File: src/rtl/board_pkg.sv
// Shared constants, arbiter state type and address helper for the game-board RAM.
package board_pkg;

  localparam logic [31:0] BOARD_BASE  = 32'h0000_1000;
  localparam int unsigned BOARD_CELLS = 100;
  localparam int unsigned BOARD_IDX_W = 7;
  localparam logic [31:0] BOARD_END   = BOARD_BASE + 32'(4 * BOARD_CELLS);

  typedef enum logic [0:0] {ARB_IDLE, ARB_CLEAR} arb_state_t;

  // Word index to byte address inside the board window.
  function automatic logic [31:0] idx2addr(input logic [BOARD_IDX_W-1:0] idx);
    return ({25'b0, idx} << 2) + BOARD_BASE;
  endfunction

endpackage

File: src/rtl/board_clear_seq.sv
// Board clear sequencer: start/busy/done handshake and the word sweep counter.
module board_clear_seq
  import board_pkg::*;
(
  input  logic                   clk,
  input  logic                   rst,
  input  logic                   start,
  output logic                   busy,
  output logic                   done,
  output logic [BOARD_IDX_W-1:0] cnt
);

  localparam logic [BOARD_IDX_W-1:0] LAST_IDX = BOARD_IDX_W'(BOARD_CELLS - 1);

  arb_state_t             state_q, state_d;
  logic [BOARD_IDX_W-1:0] cnt_q, cnt_d;
  logic                   done_q, done_d;

  always_ff @(posedge clk or posedge rst) begin
    if (rst) begin
      state_q <= ARB_IDLE;
      cnt_q   <= '0;
      done_q  <= 1'b0;
    end else begin
      state_q <= state_d;
      cnt_q   <= cnt_d;
      done_q  <= done_d;
    end
  end

  // start is ignored once the sweep is running
  always_comb begin
    state_d = state_q;
    cnt_d   = cnt_q;
    done_d  = 1'b0;
    case (state_q)
      ARB_IDLE: begin
        if (start) begin
          state_d = ARB_CLEAR;
          cnt_d   = '0;
        end
      end
      ARB_CLEAR: begin
        if (cnt_q == LAST_IDX) begin
          state_d = ARB_IDLE;
          cnt_d   = '0;
          done_d  = 1'b1;
        end else begin
          cnt_d = cnt_q + BOARD_IDX_W'(1);
        end
      end
      default: begin
        state_d = ARB_IDLE;
        cnt_d   = '0;
      end
    endcase
  end

  assign busy = (state_q == ARB_CLEAR);
  assign done = done_q;
  assign cnt  = cnt_q;

endmodule

File: src/rtl/board_mem_arbiter.sv
// Single-port arbiter in front of the board RAM: CPU, video scanner and clear engine.
module board_mem_arbiter
  import board_pkg::*;
#(
  parameter int unsigned VID_MAX_WAIT = 8
) (
  input  logic                   clk,
  input  logic                   rst,
  input  logic                   cpu_we,
  input  logic                   cpu_re,
  input  logic [31:0]            cpu_addr,
  input  logic [31:0]            cpu_wdata,
  output logic [31:0]            cpu_rdata,
  output logic                   cpu_stall,
  input  logic                   vid_req,
  input  logic [BOARD_IDX_W-1:0] vid_index,
  output logic                   vid_gnt,
  output logic                   vid_rvalid,
  output logic [31:0]            vid_rdata,
  input  logic                   clr_start,
  output logic                   clr_busy,
  output logic                   clr_done,
  output logic                   ram_we,
  output logic [31:0]            ram_addr,
  output logic [31:0]            ram_wdata,
  input  logic [31:0]            ram_rdata
);

  localparam int unsigned WAIT_W = $clog2(VID_MAX_WAIT + 1);
  localparam logic [WAIT_W-1:0] WAIT_MAX = WAIT_W'(VID_MAX_WAIT);

  logic [BOARD_IDX_W-1:0] clr_cnt;
  logic [WAIT_W-1:0]      wait_q, wait_d;
  logic                   cpu_hit;
  logic                   forced;
  logic                   vid_in_range;

  board_clear_seq u_clear (
    .clk   (clk),
    .rst   (rst),
    .start (clr_start),
    .busy  (clr_busy),
    .done  (clr_done),
    .cnt   (clr_cnt)
  );

  assign cpu_hit      = (cpu_we | cpu_re) && (cpu_addr >= BOARD_BASE) && (cpu_addr < BOARD_END);
  assign forced       = (wait_q == WAIT_MAX);
  assign vid_in_range = (vid_index < BOARD_IDX_W'(BOARD_CELLS));
  assign cpu_rdata    = ram_rdata;

  // RAM ownership: clear sweep, then forced video > CPU > video
  always_comb begin
    ram_we    = 1'b0;
    ram_addr  = '0;
    ram_wdata = '0;
    cpu_stall = 1'b0;
    vid_gnt   = 1'b0;
    if (clr_busy) begin
      ram_we    = 1'b1;
      ram_addr  = idx2addr(clr_cnt);
      cpu_stall = cpu_hit;
    end else if (vid_req && (forced || !cpu_hit)) begin
      vid_gnt   = 1'b1;
      ram_addr  = idx2addr(vid_index);
      cpu_stall = cpu_hit;
    end else if (cpu_hit) begin
      ram_we    = cpu_we;
      ram_addr  = cpu_addr;
      ram_wdata = cpu_wdata;
    end
  end

  // Video starvation counter, frozen while the clear sweep owns the RAM
  always_comb begin
    wait_d = wait_q;
    if (!clr_busy) begin
      if (!vid_req || vid_gnt) begin
        wait_d = '0;
      end else if (wait_q != WAIT_MAX) begin
        wait_d = wait_q + WAIT_W'(1);
      end
    end
  end

  always_ff @(posedge clk or posedge rst) begin
    if (rst) begin
      wait_q     <= '0;
      vid_rvalid <= 1'b0;
      vid_rdata  <= '0;
    end else begin
      wait_q     <= wait_d;
      vid_rvalid <= vid_gnt;
      if (vid_gnt) begin
        vid_rdata <= vid_in_range ? ram_rdata : '0;
      end
    end
  end

endmodule

File: config.mk
export PLATFORM = sky130hd
export DESIGN_NAME = board_mem_arbiter
export DESIGN_NICKNAME = d
export VERILOG_FILES = /design/src/rtl/board_pkg.sv /design/src/rtl/board_clear_seq.sv /design/src/rtl/board_mem_arbiter.sv
export SDC_FILE = /design/constraint.sdc
export NUM_CORES = 1
export LEC_CHECK = 0
export ABC_AREA = 1
export BUFFER_PORTS_ARGS = -buffer_cell sky130_fd_sc_hd__buf_2
export CORE_AREA = 2 2 94 96
export DETAILED_ROUTE_END_ITERATION = 10
export DIE_AREA = 0 0 96 98
export GPL_TIMING_DRIVEN = 1
export MAX_ROUTING_LAYER = met4
export PLACE_DENSITY = 0.85
export REMOVE_ABC_BUFFERS = 1
export SLEW_MARGIN = 15
export SYNTH_ARGS = -nofsm -noshare
export SYNTH_HDL_FRONTEND = slang
export SYNTH_SLANG_ARGS = --single-unit
File: constraint.sdc
create_clock -name clk -period 2.2 [get_ports clk]
set_clock_uncertainty 0.2 [all_clocks]
set_input_delay 0 -clock clk [delete_from_list [all_inputs] [get_ports clk]]
set_output_delay 0 -clock clk [all_outputs]
set_load 0.02 [all_outputs]
==> impl_metrics.csv <==
group,metric,value,unit
cells_and_area,syn_to_final_growth,46.0,%
synthesis,synth.area.top_cells,"dfrtp_1 (37%), nand2_1 (14%), buf_4 (14%)",
drt,vias,3582,
drt,wl_per_cell,14.2,µm
floorplanning,die_area,0.00941,mm²
floorplanning,io_pins,243,
cells_and_area,final_layout_size_suffix_gt1_share,40.2,%
cells_and_area,fin_nets,761,
drt,via_per_inst,4.73,
global_routing,grt_pass1_vias,3439,
sta,fmax,471,MHz
sta,setup_viol_count_final,0,
drt,drt_iter0_drc,155,
clocking,cts_tree,"yes",
synthesis,synth.avg_cell_area,7.29,µm²
sta,min_period,2120,ps
clocking,cts.path.max_buffers,2,
critical_path,worst_setup_path_end_kind,"output pin",
run_status,status,"finished clean",
critical_path,r2r-end,"vid_rdata[21]",
critical_path,slowest_delay,400,ps
synthesis,ys_warn_count,0,
floorplanning,fp-row-count,34,
floorplanning,core_area,0.00847,mm²
sta,rsz0062_at_grt,"true",
cells_and_area,n_antenna_cell,0,
critical_path,reg2reg_depth,8,
sta,hold_viol,0,
clocking,cts_root_buffer,"clkbuf_8",
critical_path,rrSetupSlack,390,ps
clocking,worstSkewPairLatency,290,ps
global_routing,antenna_found_initial,0,
pwr,p_leak,2.48,nW
place,globalplace.congestion,0.852,
pwr,power,0.00399,W
global_routing,overflow,0,
synthesis,synth_commonest_cells,"nand2_1 (119), nor2_1 (61), buf_4 (56), dfrtp_1 (46), o21ai_1 (33)",
clocking,h-tree-depth,2,
drt,dr.pass1.iters,5,
global_routing,grt_max_degree,66,
global_routing,grt_pass1_wl,16.1,mm
clocking,cts_buffers,5,
cells_and_area,n_fill_cell,777,
critical_path,crit_top_cell,"nand2_4",
drt,drt_drc_violations_left,0,
drt,drtAntennaViolNets,0,
cells_and_area,fin_area,0.00455,mm²
critical_path,critPathMaxFanout,17,
drt,wl,10.8,mm
synthesis,synthArstFlopShare,100,%
synthesis,synth.most_common_cell,"nand2_1",
critical_path,crit_arrival,1920,ps
cells_and_area,stdcell_count,758,
clocking,clkSlewWorstSetupHoldPaths,80,ps
job,drv_cap,0,
sta,final.setup.tns,0,ps
place,place_inst,708,
synthesis,yosys.area.top_type_share,37.0,%
place,portBuffers,220,
critical_path,critPathLaunch,"wait_q[1]",
critical_path,cp_cell_sequence,"inv_1 > ha_1 > nand3_1 > nand4_4 > nand2_4 > buf_12 > nand2_4 > nor2_1 > buf_2",
cells_and_area,fin_util,53.7,%
critical_path,worst-endpoint-required,2000,ps
hold_path,hold_path_class,"input pin to async pin",
clocking,clock_sinks,46,
synthesis,netlist_instances,427,
synthesis,ys.flop_type,"dfrtp_1",
critical_path,critical_path_class,"register to output pin",
pwr,peakVddDrop,0.677,mV
floorplanning,die_h,98,µm
sta,timing.final.crit_share,96.4,%
sta,maxSlewViolCount,0,
critical_path,crit_path_start_kind,"register",
floorplanning,die_w,96,µm
floorplanning,start_util,36.8,%
synthesis,synth_edf_count,0,
synthesis,yosysTopAreaCell,"dfrtp_1",
critical_path,crit_path_end,"ram_wdata[16]",
synthesis,seq_area_frac_synth,37.0,%
pwr,cellPowerDensity,877,mW/mm²
synthesis,synth.distinct_cells,27,
critical_path,cpMaxStageDelayCell,"dfrtp_1",
global_routing,grtUsageTotal,22.4,%
synthesis,ys_ff_latch,46,
critical_path,r2r-start,"wait_q[1]",
synthesis,syn-cell-area,0.00311,mm²
place,dp_hpwl,7.89,mm
place,dpl_cell_area,0.00395,mm²
## registers in the layout (all words and copies together), names as in the netlist
name	count
wait_q	4
u_clear.busy	1
u_clear.done	1
vid_rdata	32
u_clear.cnt	7
vid_rvalid	1
## layout make-up
cell class	instances	area, µm²	area share, %
clock buffers	5	68.8	1.51
clock inverters	3	40.0	0.881
inverters	22	86.3	1.90
multi-input cells	307	1500	32.9
flip-flops and latches	46	1150	25.3
well taps	108	135	2.97
repair buffers	267	1570	34.5
## repair_timing
item                       CTS  global route
setup endpoints to repair   36            36
hold endpoints to repair    90             0
gates cloned                 1             0
pin swaps                    4             1
setup buffers                4             2
gates resized for setup     16             1
hold buffers                35             0
## through the flow
step	hold slack (ps)	setup WS, ps
finish	58.6	78.7
global route	86.5	-22.4
CTS	52.3	35.9
detailed placement	-177	30.5
global placement	-179	76.3
floorplan	-200	-546
## kinds of logic after synthesis
family | share of synthesized area [%]
xor gates and xnor gates | 1.97
and+or+nand+nor | 31.5
other | 0.120
adders and majority gates | 1.21
buffers and inverters | 20.2
DFF | 37.0
AOI/OAI and AO/OA | 8.04
## worst min path at each step
stage	cells past startpoint	to	from
after floorplan	0	cpu_rdata[0]	ram_rdata[0]
after detailed placement	2	vid_rvalid	rst
final	3	vid_rvalid	rst
after global placement	2	vid_rvalid	rst
after CTS	3	vid_rvalid	rst
after global routing	3	vid_rvalid	rst
## worst max-delay path: cells and delay by family, from the launching register on
family                     cells  cell delay, ps
buffers and inverters          3             370
adders and majority gates      1             180
DFF                            1             400
and+or+nand+nor                5             670
## power by group
| group | switching [W] | internal, W | leakage, nW |
|---|---|---|---|
| Combinational | 0.00119 | 0.000713 | 1.82 |
| Clock | 0.000278 | 0.000335 | 0.0579 |
| Sequential | 0.000244 | 0.00123 | 0.597 |
| Total | 0.00171 | 0.00228 | 2.48 |
## layout by cell type (no fill, tap or decap), types with 4 or more instances in the layout
master / n
buf_2: 220
nand2_1: 119
nor2_1: 53
dfrtp_1: 46
dlygate4sd3_1: 35
o21ai_1: 33
nand3_1: 23
conb_1: 22
inv_1: 20
nand4_1: 12
buf_4: 10
nor2_4: 7
nor2_2: 6
xor2_1: 6
o22ai_1: 5
clkbuf_8: 5
a21oi_1: 4
## per-layer routing
layer / wire [µm] / up-vias / global-route usage, %
li1: - / 1725 / -
met1: 3960 / 1622 / 25.8
met2: 5300 / 212 / 38.8
met3: 1280 / 23 / 4.78
met4: 242 / 0 / 6.26
met5: 0 / - / -
(Power assumes the default switching activity.)
